===== src/rtl/frame_mem_arb.sv =====
// frame_mem_arb
//   Arbitrates a single-port frame memory between a capture (write) side and
//   a processing (read) side. Each grant is a fixed BURST-word burst followed
//   by one GAP cycle that drains the trailing write strobe, so writes and reads
//   never share a cycle. Read data returns RD_LAT cycles after each mem_re and
//   may overlap the bursts that follow.
//
//   Optional build macro: ARB_WR_PRIO_EN -- strict write priority in IDLE
//   (default build: round-robin, read wins the first tie after reset).
//
// Ports
//   cap_clk, reset_l        clock, async active-low reset
//   frame_start             pulse: restart write addressing at word 0
//   wr_req/wr_din           capture FIFO has >= BURST words / FIFO data
//   wr_grant/wr_rdreq       write burst active / FIFO pop
//   rd_req                  read burst request
//   rd_grant/rd_dout/rd_dvalid  read burst active / returned data / valid
//   mem_addr/mem_we/mem_wdat/mem_re/mem_rdat  memory port
//   frame_wr_done           pulse when the last word of a frame is written
module frame_mem_arb #(
  parameter int IW     = 640,
  parameter int IH     = 512,
  parameter int BURST  = 64,
  parameter int AW     = 19,
  parameter int DW     = 24,
  parameter int RD_LAT = 2
) (
  input  logic          cap_clk,
  input  logic          reset_l,
  input  logic          frame_start,
  input  logic          wr_req,
  input  logic [DW-1:0] wr_din,
  output logic          wr_grant,
  output logic          wr_rdreq,
  input  logic          rd_req,
  output logic          rd_grant,
  output logic [DW-1:0] rd_dout,
  output logic          rd_dvalid,
  output logic [AW-1:0] mem_addr,
  output logic          mem_we,
  output logic [DW-1:0] mem_wdat,
  output logic          mem_re,
  input  logic [DW-1:0] mem_rdat,
  output logic          frame_wr_done
);

  localparam int            FRAME_WORDS = IW * IH;
  localparam logic [AW-1:0] LAST_ADDR   = AW'(FRAME_WORDS - 1);
  localparam int            CW          = (BURST > 1) ? $clog2(BURST) : 1;
  localparam logic [CW-1:0] CNT_LAST    = CW'(BURST - 1);

  typedef enum logic [1:0] {IDLE, WR_BURST, RD_BURST, GAP} state_t;

  state_t          state, state_nxt;
  logic [CW-1:0]   cnt;
  logic [AW-1:0]   wr_addr, rd_addr;
  logic            fs_pend;
  logic            last_wr;     // 1: write side was served last
  logic            we_q;
  logic [RD_LAT:1] vld_pipe;
  logic            grant_wr, grant_rd;
  logic            fs_clr_now;

  always_comb begin
    state_nxt = state;
    wr_grant  = 1'b0;
    wr_rdreq  = 1'b0;
    rd_grant  = 1'b0;
    mem_re    = 1'b0;
    grant_wr  = 1'b0;
    grant_rd  = 1'b0;
    case (state)
      IDLE: begin
`ifdef ARB_WR_PRIO_EN
        grant_wr = wr_req;
        grant_rd = rd_req & ~wr_req;
`else
        grant_wr = wr_req & (~rd_req | ~last_wr);
        grant_rd = rd_req & (~wr_req | last_wr);
`endif
        if (grant_wr)      state_nxt = WR_BURST;
        else if (grant_rd) state_nxt = RD_BURST;
      end
      WR_BURST: begin
        wr_grant = 1'b1;
        wr_rdreq = 1'b1;
        if (cnt == CNT_LAST) state_nxt = GAP;
      end
      RD_BURST: begin
        rd_grant = 1'b1;
        mem_re   = 1'b1;
        if (cnt == CNT_LAST) state_nxt = GAP;
      end
      GAP:     state_nxt = IDLE;
      default: state_nxt = IDLE;
    endcase
  end

  always_ff @(posedge cap_clk or negedge reset_l) begin
    if (!reset_l) state <= IDLE;
    else          state <= state_nxt;
  end

  always_ff @(posedge cap_clk or negedge reset_l) begin
    if (!reset_l)                                  cnt <= '0;
    else if (state == WR_BURST || state == RD_BURST) cnt <= (cnt == CNT_LAST) ? '0 : cnt + 1'b1;
    else                                           cnt <= '0;
  end

  always_ff @(posedge cap_clk or negedge reset_l) begin
    if (!reset_l)                              last_wr <= 1'b1;
    else if (state == IDLE && (grant_wr | grant_rd)) last_wr <= grant_wr;
  end

  // A restart is safe to apply at once whenever no write is in flight; the
  // first WR_BURST cycle still counts, since its first strobe is a cycle away.
  assign fs_clr_now = frame_start &&
                      (state == IDLE || state == RD_BURST || (state == WR_BURST && cnt == '0));

  always_ff @(posedge cap_clk or negedge reset_l) begin
    if (!reset_l)                                           fs_pend <= 1'b0;
    else if (state == GAP)                                  fs_pend <= 1'b0;
    else if (frame_start && state == WR_BURST && cnt != '0) fs_pend <= 1'b1;
  end

  // GAP carries the last write of a burst; a pending restart overrides its
  // address increment so the next burst starts at word 0.
  always_ff @(posedge cap_clk or negedge reset_l) begin
    if (!reset_l)                                             wr_addr <= '0;
    else if (fs_clr_now || (state == GAP && (fs_pend || frame_start))) wr_addr <= '0;
    else if (we_q)                                            wr_addr <= (wr_addr == LAST_ADDR) ? '0 : wr_addr + 1'b1;
  end

  always_ff @(posedge cap_clk or negedge reset_l) begin
    if (!reset_l)    rd_addr <= '0;
    else if (mem_re) rd_addr <= (rd_addr == LAST_ADDR) ? '0 : rd_addr + 1'b1;
  end

  always_ff @(posedge cap_clk or negedge reset_l) begin
    if (!reset_l) begin
      we_q     <= 1'b0;
      vld_pipe <= '0;
    end else begin
      we_q        <= wr_rdreq;
      vld_pipe[1] <= mem_re;
      for (int i = 2; i <= RD_LAT; i++) vld_pipe[i] <= vld_pipe[i-1];
    end
  end

  assign mem_we        = we_q;
  assign mem_addr      = we_q ? wr_addr : (mem_re ? rd_addr : '0);
  assign mem_wdat      = we_q ? wr_din : '0;
  assign rd_dvalid     = vld_pipe[RD_LAT];
  assign rd_dout       = rd_dvalid ? mem_rdat : '0;
  assign frame_wr_done = we_q && (wr_addr == LAST_ADDR);

endmodule

===== config.mk =====
export PLATFORM = sky130hd
export DESIGN_NAME = frame_mem_arb
export DESIGN_NICKNAME = d
export VERILOG_FILES = /design/src/rtl/frame_mem_arb.sv
export SDC_FILE = /design/constraint.sdc
export NUM_CORES = 1
export LEC_CHECK = 0
export ABC_CLOCK_PERIOD_IN_PS = 5800
export CELL_PAD_IN_SITES_DETAIL_PLACEMENT = 1
export CELL_PAD_IN_SITES_GLOBAL_PLACEMENT = 1
export CORE_ASPECT_RATIO = 0.5
export CORE_MARGIN = 3
export CORE_UTILIZATION = 34
export CTS_CLUSTER_DIAMETER = 150
export CTS_CLUSTER_SIZE = 25
export DETAILED_ROUTE_END_ITERATION = 10
export HOLD_SLACK_MARGIN = 0.08
export PLACE_DENSITY_LB_ADDON = 0.1
export SYNTH_ARGS = -nofsm -noshare
export SYNTH_HDL_FRONTEND = slang
export SYNTH_SLANG_ARGS = --single-unit

===== constraint.sdc =====
create_clock -name cap_clk -period 5.8 [get_ports cap_clk]
set_input_delay 0.87 -clock cap_clk [delete_from_list [all_inputs] [get_ports cap_clk]]
set_output_delay 0.87 -clock cap_clk [all_outputs]
set_load 0.1 [all_outputs]

==> flow_summary.ini, run 1 <==
[clock_tree]
post_cts_resized = 0
clock_sinks = 51
clockRootBuffer = clkbuf_16
insertion_delay_ns = 0.30
cts_setup_buffers = 0
tritoncts = done
ctsHoldBuffers = 0
clock_path_buffers = 2
cts_buffers = 5
path_clk_slew_ns = 0.07
cts_max_level = 2

[synth]
synth_ff_type = dfrtp_1
yosysUniqueCellTypes = 48
syn_area_sq_mm = 0.00321
synth_nets = 446
synth_edf_count = 0
yosysWarnings = 0
avgSynthCellArea_sq_um = 8.33
ys_ff_latch = 51
ys_seq_area_share_pct = 39.9
synthCells = 385
ys_async_sr_fraction_pct = 100

[detailed_routing]
met3_length_microns = 564
maxUsedRoutingLayer = met4
wl_met2_mm = 4.60
viasPerCell = 5.13
drt-total-wl_mm = 10.6
antenna_left = 0
dr.pass1.iters = 4
wl_per_cell_microns = 17.1
first_iter_violations = 142
met1_length_mm = 5.36
route.vias.total = 3175
drc_errors = 0

[power_and_ir_drop]
pwr-share-comb_pct = 16.9
clkPwrFrac_pct = 38.1
power_uw = 791
switching_share_pct = 28.4
power.switching_uw = 225
power_density_mw_per_mm2 = 169
p_int_uw = 566
p_leak_uw = 0.00180
ir_worst_vdd_v = 0.000125
seqPwrFrac_pct = 44.9

[finish]
fillers = 1083
drive_gt1_share_pct = 4.18
final_common_cell = clkdlybuf4s50_1
final_cells = 619
syn_to_final_growth_pct = 46.3
antenna_cells_inserted = 0
final_cell_mix = clkdlybuf4s50_1 (124), nand2_1 (61), and2_1 (52), dfrtp_1 (49), o21ai_0 (31)
layout.nets = 562

[place]
portBuffers = 126
gp_congestion = 0.844
place_ws_ns = 1.99
placedCellCount = 611
dp_hpwl_mm = 8.14

[floorplanning]
fp.dieW_microns = 143
core_area_sq_mm = 0.00895
die_area_sq_mm = 0.0107
start_util_pct = 35.8
die_height_microns = 74.7
num_rows = 24
boundaryPins = 127

[timing]
worst_pin_slew_ns = 1.05
finalCriticalPeriod_ns = 4.10
worst_clock_skew_ns = 0.00655
setup_viol = 0
timing.fmax_mhz = 244
setup_ws_ns = 1.70
rsz0062_at_grt = no
slew_violations = 0
final.period_utilization_pct = 70.8
slew_headroom_pct = 29.8
setup_tns_ns = 0
final-hold-violation-count = 0

[setup_path]
cp.arrival_ns = 3.23
crit_required_ns = 4.93
endpoint_kind = primary output
start_kind = flop
crit_fanout = 30
worstSetupPathType = flop to primary output

[grt]
globalRouteTotalUtil_pct = 20.0
grt_max_degree = 72
overflow = 0
antenna_found_initial = 0
first_global_vias = 3112
grt_pass1_wl_mm = 16.9

[min_path]
min_path_type = flop to flop

[outcome]
outcome = finished, final reports clean

[flow_run]
max_cap_violations = 0
-- path summary, 6_finish.rpt --
| kind | startpoint | end | slack (ns) | depth (start not counted) |
|---|---|---|---|---|
| worst min register to register | vld_pipe[1]$_DFF_PN0_ | vld_pipe[2]$_DFF_PN0_ | 0.35 | 0 |
| worst max register to register | state[0]$_DFFE_PN0P_ | rd_addr[17]$_DFFE_PN0N_ | 2.98 | 6 |
| worst max-delay path | state[0]$_DFFE_PN0P_ | mem_addr[9] | 1.70 | 5 |
| min in group asynchronous | reset_l | vld_pipe[2]$_DFF_PN0_ | 0.68 | 2 |
| worst min-delay path | vld_pipe[1]$_DFF_PN0_ | vld_pipe[2]$_DFF_PN0_ | 0.35 | 0 |
| max in group asynchronous | reset_l | mem_we$_DFF_PN0_ | 4.64 | 2 |
-- logic make-up (layout without fill, tap and decap cells) --
| family | count (synthesis) | in the layout | synth area share (%) |
|---|---|---|---|
| AO/OA/AOI/OAI | 61 | 61 | 11.1 |
| XOR/XNOR | 26 | 26 | 7.10 |
| adder cells (fa/ha/maj) | 8 | 8 | 3.12 |
| buffers and inverters | 31 | 148 | 3.86 |
| flip-flops | 51 | 51 | 39.9 |
| multiplexers | 2 | 2 | 0.664 |
| AND/OR/NAND/NOR | 206 | 206 | 34.3 |
-- registers in the layout, summed over array words and instances, names as in the netlist --
signal / flops
rd_addr: 19
state: 2
fs_pend: 1
cnt: 6
mem_we: 1
wr_addr: 19
last_wr: 1
vld_pipe: 2
-- synth_stat cells (all sizes together) (8+ instances only) --
master / n / share of area [%]
inv: 12 / 1.4
clkbuf: 17 / 2.0
nand2: 61 / 7.1
o21ai: 32 / 5.0
xor2: 8 / 2.2
nor2: 24 / 2.8
nand3: 15 / 2.5
ha: 8 / 3.1
nand4: 11 / 2.1
xnor2: 18 / 4.9
and2: 52 / 10
dfrtp: 50 / 39
a21oi: 11 / 1.7
-- per-stage QoR --
step                      util (%)  instance area [sq um]  hold slack (ns)
after floorplan                  -                   3210            0.331
after global placement        50.8                   4540            0.352
after detailed placement      50.8                   4540            0.339
after CTS                     52.4                   4690            0.354
after global routing          52.4                   4690            0.380
final                         52.4                   4690            0.350
-- power by group through the flow --
stage	Sequential (uW)	Combinational (uW)	Clock (uW)
floorplan	362	73.6	0
global placement	362	134	0
detailed placement	362	135	0
CTS	355	135	306
global route	355	139	324
finish	355	134	302
-- critical path, cell delays in order, from the launching register on --
cell and delay (ns):
dfrtp_1 0.41, inv_1 0.10, ha_1 0.86, nand2_1 0.14
o21ai_0 0.23, clkdlybuf4s50_1 1.18
-- metal layers --
metal | global-route usage, % | vias up
li1 | - | 1550
met1 | 28.6 | 1541
met2 | 32.0 | 77
met3 | 4.31 | 7
met4 | 3.86 | 0
met5 | 0 | -
-- area by class of cell --
type / count / area (sq um) / share of cell area, %
inverters: 12 / 45.0 / 0.961
repair buffers: 128 / 1270 / 27.1
well taps: 117 / 146 / 3.12
multi-input cells: 303 / 1800 / 38.5
flip-flops and latches: 51 / 1280 / 27.3
clock buffers: 6 / 129 / 2.75
clock inverters: 2 / 17.5 / 0.374
Power figures use the tool's default switching activity.
==> run 2: changes to the inputs <==
Settings changed: ABC_CLOCK_PERIOD_IN_PS 5800 to 3500, CORE_UTILIZATION 34 to 28.
Clock period 5.8 ns to 3.5 ns, I/O delays scaled along.
==> run 2 against run 1 <==
  * Via count fell by 1.1%
  * Hold slack got worse by 0.14 ns
  * First-iteration DRC count rose by 0.70%
  * Final cell count rose by 4.2%
  * Wire length fell by 0.58%
  * Register-to-register slack got worse by 1.8 ns
==> flow_summary.ini, run 2 (synthesis gave the netlist of run 1 again) <==
[clock_tree]
clock_path_buffers = 2
tritoncts = done
clockRootBuffer = clkbuf_16
post_cts_resized = 0
clock_sinks = 51
cts_buffers = 5
path_clk_slew_ns = 0.07
ctsHoldBuffers = 0
cts_max_level = 2
insertion_delay_ns = 0.30
cts_setup_buffers = 0

[setup_path]
endpoint = frame_wr_done
slowest_delay_ns = 0.74
endpoint_kind = primary output
reg2reg_depth = 6
start_kind = flop
path_cells = ha_1 -> nand4_1 -> or4b_2 -> nor2_2 -> buf_12
r2r_slack_ns = 1.20
crit_required_ns = 2.97
worstSetupPathType = flop to primary output
cp_num_cells = 5
rr_endpoint = rd_addr[17]$_DFFE_PN0N_
crit_buf_inv = 1
cp.arrival_ns = 2.32
worstSetupStartpoint = wr_addr[0]$_DFFE_PN0P_
r2r_start = state[0]$_DFFE_PN0P_
crit_fanout = 7
slowest_stage = or4b_2
crit_family = simple AND/OR/NAND/NOR gates

[place]
portBuffers = 126
dp_hpwl_mm = 8.23
place_ws_ns = 0.962
gp_congestion = 0.735
place_area_sq_mm = 0.00449

[timing]
setup_viol = 0
setup_ws_ns = 0.651
finalCriticalPeriod_ns = 2.85
slew_headroom_pct = 54.2
rsz0062_at_grt = no
worst_clock_skew_ns = 0.00645
slew_violations = 0
final.period_utilization_pct = 81.4
worst_pin_slew_ns = 0.686
final-hold-violation-count = 0
hold_slack_ns = 0.210
timing.fmax_mhz = 351
setup_tns_ns = 0

[finish]
drive_gt1_share_pct = 23.0
layout.nets = 565
syn_to_final_growth_pct = 45.4
antenna_cells_inserted = 0
final_cell_mix = buf_4 (78), nand2_1 (61), and2_1 (52), clkdlybuf4s50_1 (51), dfrtp_1 (49)
final_common_cell = buf_4
top_regs = rd_addr: 19 flops, wr_addr: 19 flops, cnt: 6 flops
final_cell_area_sq_mm = 0.00466

[power_and_ir_drop]
p_leak_uw = 0.00196
p_int_uw = 1000
power_density_mw_per_mm2 = 294
power_uw = 1370
clkPwrFrac_pct = 41.2
switching_share_pct = 26.9
ir_worst_vdd_v = 0.000203
seqPwrFrac_pct = 42.9
power.switching_uw = 369
pwr-share-comb_pct = 15.8

[grt]
globalRouteTotalUtil_pct = 16.4
first_global_vias = 3094
grt_pass1_wl_mm = 16.7
grt_max_degree = 47
antenna_found_initial = 0
overflow = 0

[detailed_routing]
wl_per_cell_microns = 16.3
viasPerCell = 4.87
dr.pass1.iters = 4
drt-total-wl_mm = 10.5
antenna_left = 0
route.vias.total = 3140
drc_errors = 0
first_iter_violations = 143

[outcome]
outcome = finished, final reports clean

[floorplanning]
die_area_sq_mm = 0.0128
fp.dieW_microns = 157
boundaryPins = 127
core_area_sq_mm = 0.0107
die_height_microns = 81.7
start_util_pct = 30.0
num_rows = 26

[flow_run]
max_cap_violations = 0

[min_path]
min_path_type = primary input to asynchronous set/reset pin
run 2: changes by cell type in the layout (fill, tap and decap cells not counted), moves of 2 or more:
cell | before | now
buf_4 | 3 | 78
clkdlybuf4s50_1 | 124 | 51
o21ai_0 | 31 | 12
o21ai_2 | 0 | 18
clkinv_4 | 2 | 0
run 2: metal layers:
metal / up-vias / track usage (%) / part of all wire, %
li1: 1561 / - / -
met3: 10 / 3.74 / 5.8
met1: 1496 / 22.9 / 49
met2: 73 / 26.2 / 44
met4: 0 / 3.38 / 0.98
met5: - / 0 / 0
run 2: power by group through the flow:
stage	combinational (uW)	clock, uW	sequential, uW
after floorplan	122	0	601
after global placement	219	0	600
after detailed placement	220	0	600
after CTS	220	582	589
after global routing	227	607	589
final	217	565	589
run 2: cell type report:
type,count,area (sq um)
clock buffers,6,129
clock inverters,2,37.5
flip-flops and latches,51,1280
repair buffers,131,1120
fillers,1270,6010
well taps,140,175
inverters,12,45.0
multi-input cells,303,1870
run 2: worst register-to-register path: cells and delay by family (launching register included):
kind	cells	cell delay, ns
AND/OR/NAND/NOR	3	1.10
flip-flops	1	0.43
XOR/XNOR	1	0.15
buffers and inverters	1	0.10
adder cells (fa/ha/maj)	1	0.41
run 2: worst min path at each step:
stage,start,end,cells past startpoint
floorplan,reset_l,cnt[0]$_DFF_PN0_,0
global placement,vld_pipe[1]$_DFF_PN0_,vld_pipe[2]$_DFF_PN0_,0
detailed placement,vld_pipe[1]$_DFF_PN0_,vld_pipe[2]$_DFF_PN0_,0
CTS,reset_l,state[1]$_DFFE_PN0P_,1
global route,reset_l,rd_addr[0]$_DFFE_PN0N_,1
finish,reset_l,rd_addr[0]$_DFFE_PN0N_,1
run 2: per-stage QoR:
stage / std cells / utilization (%)
2_1_floorplan: 385 / -
3_3_place_gp: 637 / 42.1
3_5_place_dp: 637 / 42.1
4_1_cts: 645 / 43.7
5_1_grt: 645 / 43.7
6_report: 645 / 43.7
==> run 3: changes to the inputs <==
Settings changed: ABC_CLOCK_PERIOD_IN_PS 3500 to 2400.
Clock period 3.5 ns to 2.4 ns, I/O delays scaled along.
==> run 3 against run 2 <==
  * Total power up 45%
  * Worst setup slack got worse by 0.56 ns
  * Sequential share of layout area is 5.4 points lower
  * Combinational power increased by 78%
  * First-iteration DRC count is 9.8% lower
  * Die area unchanged
  * Cell area increased by 25%
  * Highest routed layer unchanged
==> flow_summary.ini, run 3 (synthesis gave the netlist of run 1 again) <==
[outcome]
outcome = finished, final reports clean

[power_and_ir_drop]
power_density_mw_per_mm2 = 342
p_leak_uw = 0.00231
ir_worst_vdd_v = 0.000257
power_uw = 1990

[floorplanning]
die_area_sq_mm = 0.0128
fp.dieW_microns = 157
die_height_microns = 81.7
core_area_sq_mm = 0.0107
num_rows = 26
start_util_pct = 30.0
boundaryPins = 127

[setup_path]
slowest_stage = or4b_4
crit_buf_inv = 1
crit_family = simple AND/OR/NAND/NOR gates
cp.arrival_ns = 1.95
endpoint_kind = primary output
start_kind = flop
crit_fanout = 4
slowest_delay_ns = 0.59
worstSetupPathType = flop to primary output
path_cells = ha_1 -> nand4_1 -> or4b_4 -> nor2_4 -> buf_12
crit_required_ns = 2.04

[grt]
antenna_found_initial = 0
globalRouteTotalUtil_pct = 17.7
grt_max_degree = 44
first_global_vias = 3285
overflow = 0
grt_pass1_wl_mm = 18.0

[detailed_routing]
first_iter_violations = 129
wl_per_cell_microns = 17.4
route.vias.total = 3259
viasPerCell = 4.97
antenna_left = 0
drt-total-wl_mm = 11.4
drc_errors = 0
dr.pass1.iters = 4

[clock_tree]
tritoncts = done
clock_sinks = 51
cts_buffers = 5
clockRootBuffer = clkbuf_16
insertion_delay_ns = 0.30
clock_path_buffers = 2
cts_max_level = 2
path_clk_slew_ns = 0.07

[finish]
final_common_cell = buf_12
antenna_cells_inserted = 0
drive_gt1_share_pct = 29.8
top_regs = rd_addr: 19 flops, wr_addr: 19 flops, cnt: 6 flops
syn_to_final_growth_pct = 81.3
layout.nets = 576
final_cell_mix = buf_12 (72), nand2_1 (61), clkdlybuf4s50_1 (51), dfrtp_1 (47), and2_1 (28)

[timing]
setup_tns_ns = 0
finalCriticalPeriod_ns = 2.31
rsz0062_at_grt = no
setup_ws_ns = 0.0939
slew_headroom_pct = 63.2
worst_clock_skew_ns = 0.00619
final.period_utilization_pct = 96.1
timing.fmax_mhz = 434
setup_viol = 0
slew_violations = 0
final-hold-violation-count = 0
worst_pin_slew_ns = 0.552

[place]
gp_congestion = 0.766
portBuffers = 126
dp_hpwl_mm = 9.05
place_ws_ns = 0.206

[min_path]
min_path_type = flop to flop

[flow_run]
max_cap_violations = 0
run 3: layout make-up:
type / count / area [sq um]
clock buffers: 6 / 129
clock inverters: 2 / 17.5
fillers: 1152 / 4860
inverters: 12 / 45.0
multi-input cells: 303 / 2070
flip-flops and latches: 51 / 1280
well taps: 140 / 175
repair buffers: 142 / 2090
run 3: report_power, final:
part / internal [uW] / switching (uW) / total (uW)
Clock: 392 / 349 / 741
Sequential: 858 / 0.00000000000238 / 858
Combinational: 167 / 219 / 387
run 3: timing repair:
| action | CTS | global route |
|---|---|---|
| setup buffers | 2 | 4 |
| gates resized for setup | 0 | 2 |
| setup endpoints to repair | 1 | 1 |
| hold buffers | 1 | 0 |
| endpoints found under the hold margin | 10 | 0 |
| pin swaps | 0 | 2 |
run 3: path summary, 6_finish.rpt:
kind | start | end | slack, ns | cells after the start
setup / recovery | wr_addr[0]$_DFFE_PN0P_ | frame_wr_done | 0.09 | 5
hold / removal | vld_pipe[1]$_DFF_PN0_ | vld_pipe[2]$_DFF_PN0_ | 0.41 | 0
setup reg to reg | state[0]$_DFFE_PN0P_ | rd_addr[7]$_DFFE_PN0N_ | 0.20 | 6
hold reg to reg | vld_pipe[1]$_DFF_PN0_ | vld_pipe[2]$_DFF_PN0_ | 0.41 | 0
max in group asynchronous | reset_l | wr_addr[9]$_DFFE_PN0P_ | 1.29 | 3
min in group asynchronous | reset_l | state[1]$_DFFE_PN0P_ | 0.47 | 2
run 3: routing by layer:
layer | vias up | track usage, % | wire, microns
li1 | 1578 | - | -
met3 | 7 | 3.58 | 521
met2 | 72 | 28.1 | 5120
met1 | 1602 | 25.8 | 5750
met5 | - | 0 | 0
met4 | 0 | 2.08 | 38
run 3: metrics by stage:
step / hold WS, ns / cells / area [sq um] / util (%)
after floorplan: 0.0644 / 385 / 3490 / -
after global placement: 0.266 / 641 / 5610 / 52.6
after detailed placement: 0.258 / 641 / 5610 / 52.6
after CTS: 0.416 / 652 / 5780 / 54.2
after global routing: 0.420 / 656 / 5810 / 54.5
final: 0.410 / 656 / 5810 / 54.5
run 3: worst reg2reg max path, stage by stage (launching register included):
cell     delay (ns)
dfrtp_1        0.42
inv_1          0.14
ha_4           0.37
and3_1         0.25
nor2b_1        0.41
and3_1         0.41
nor2_1         0.09
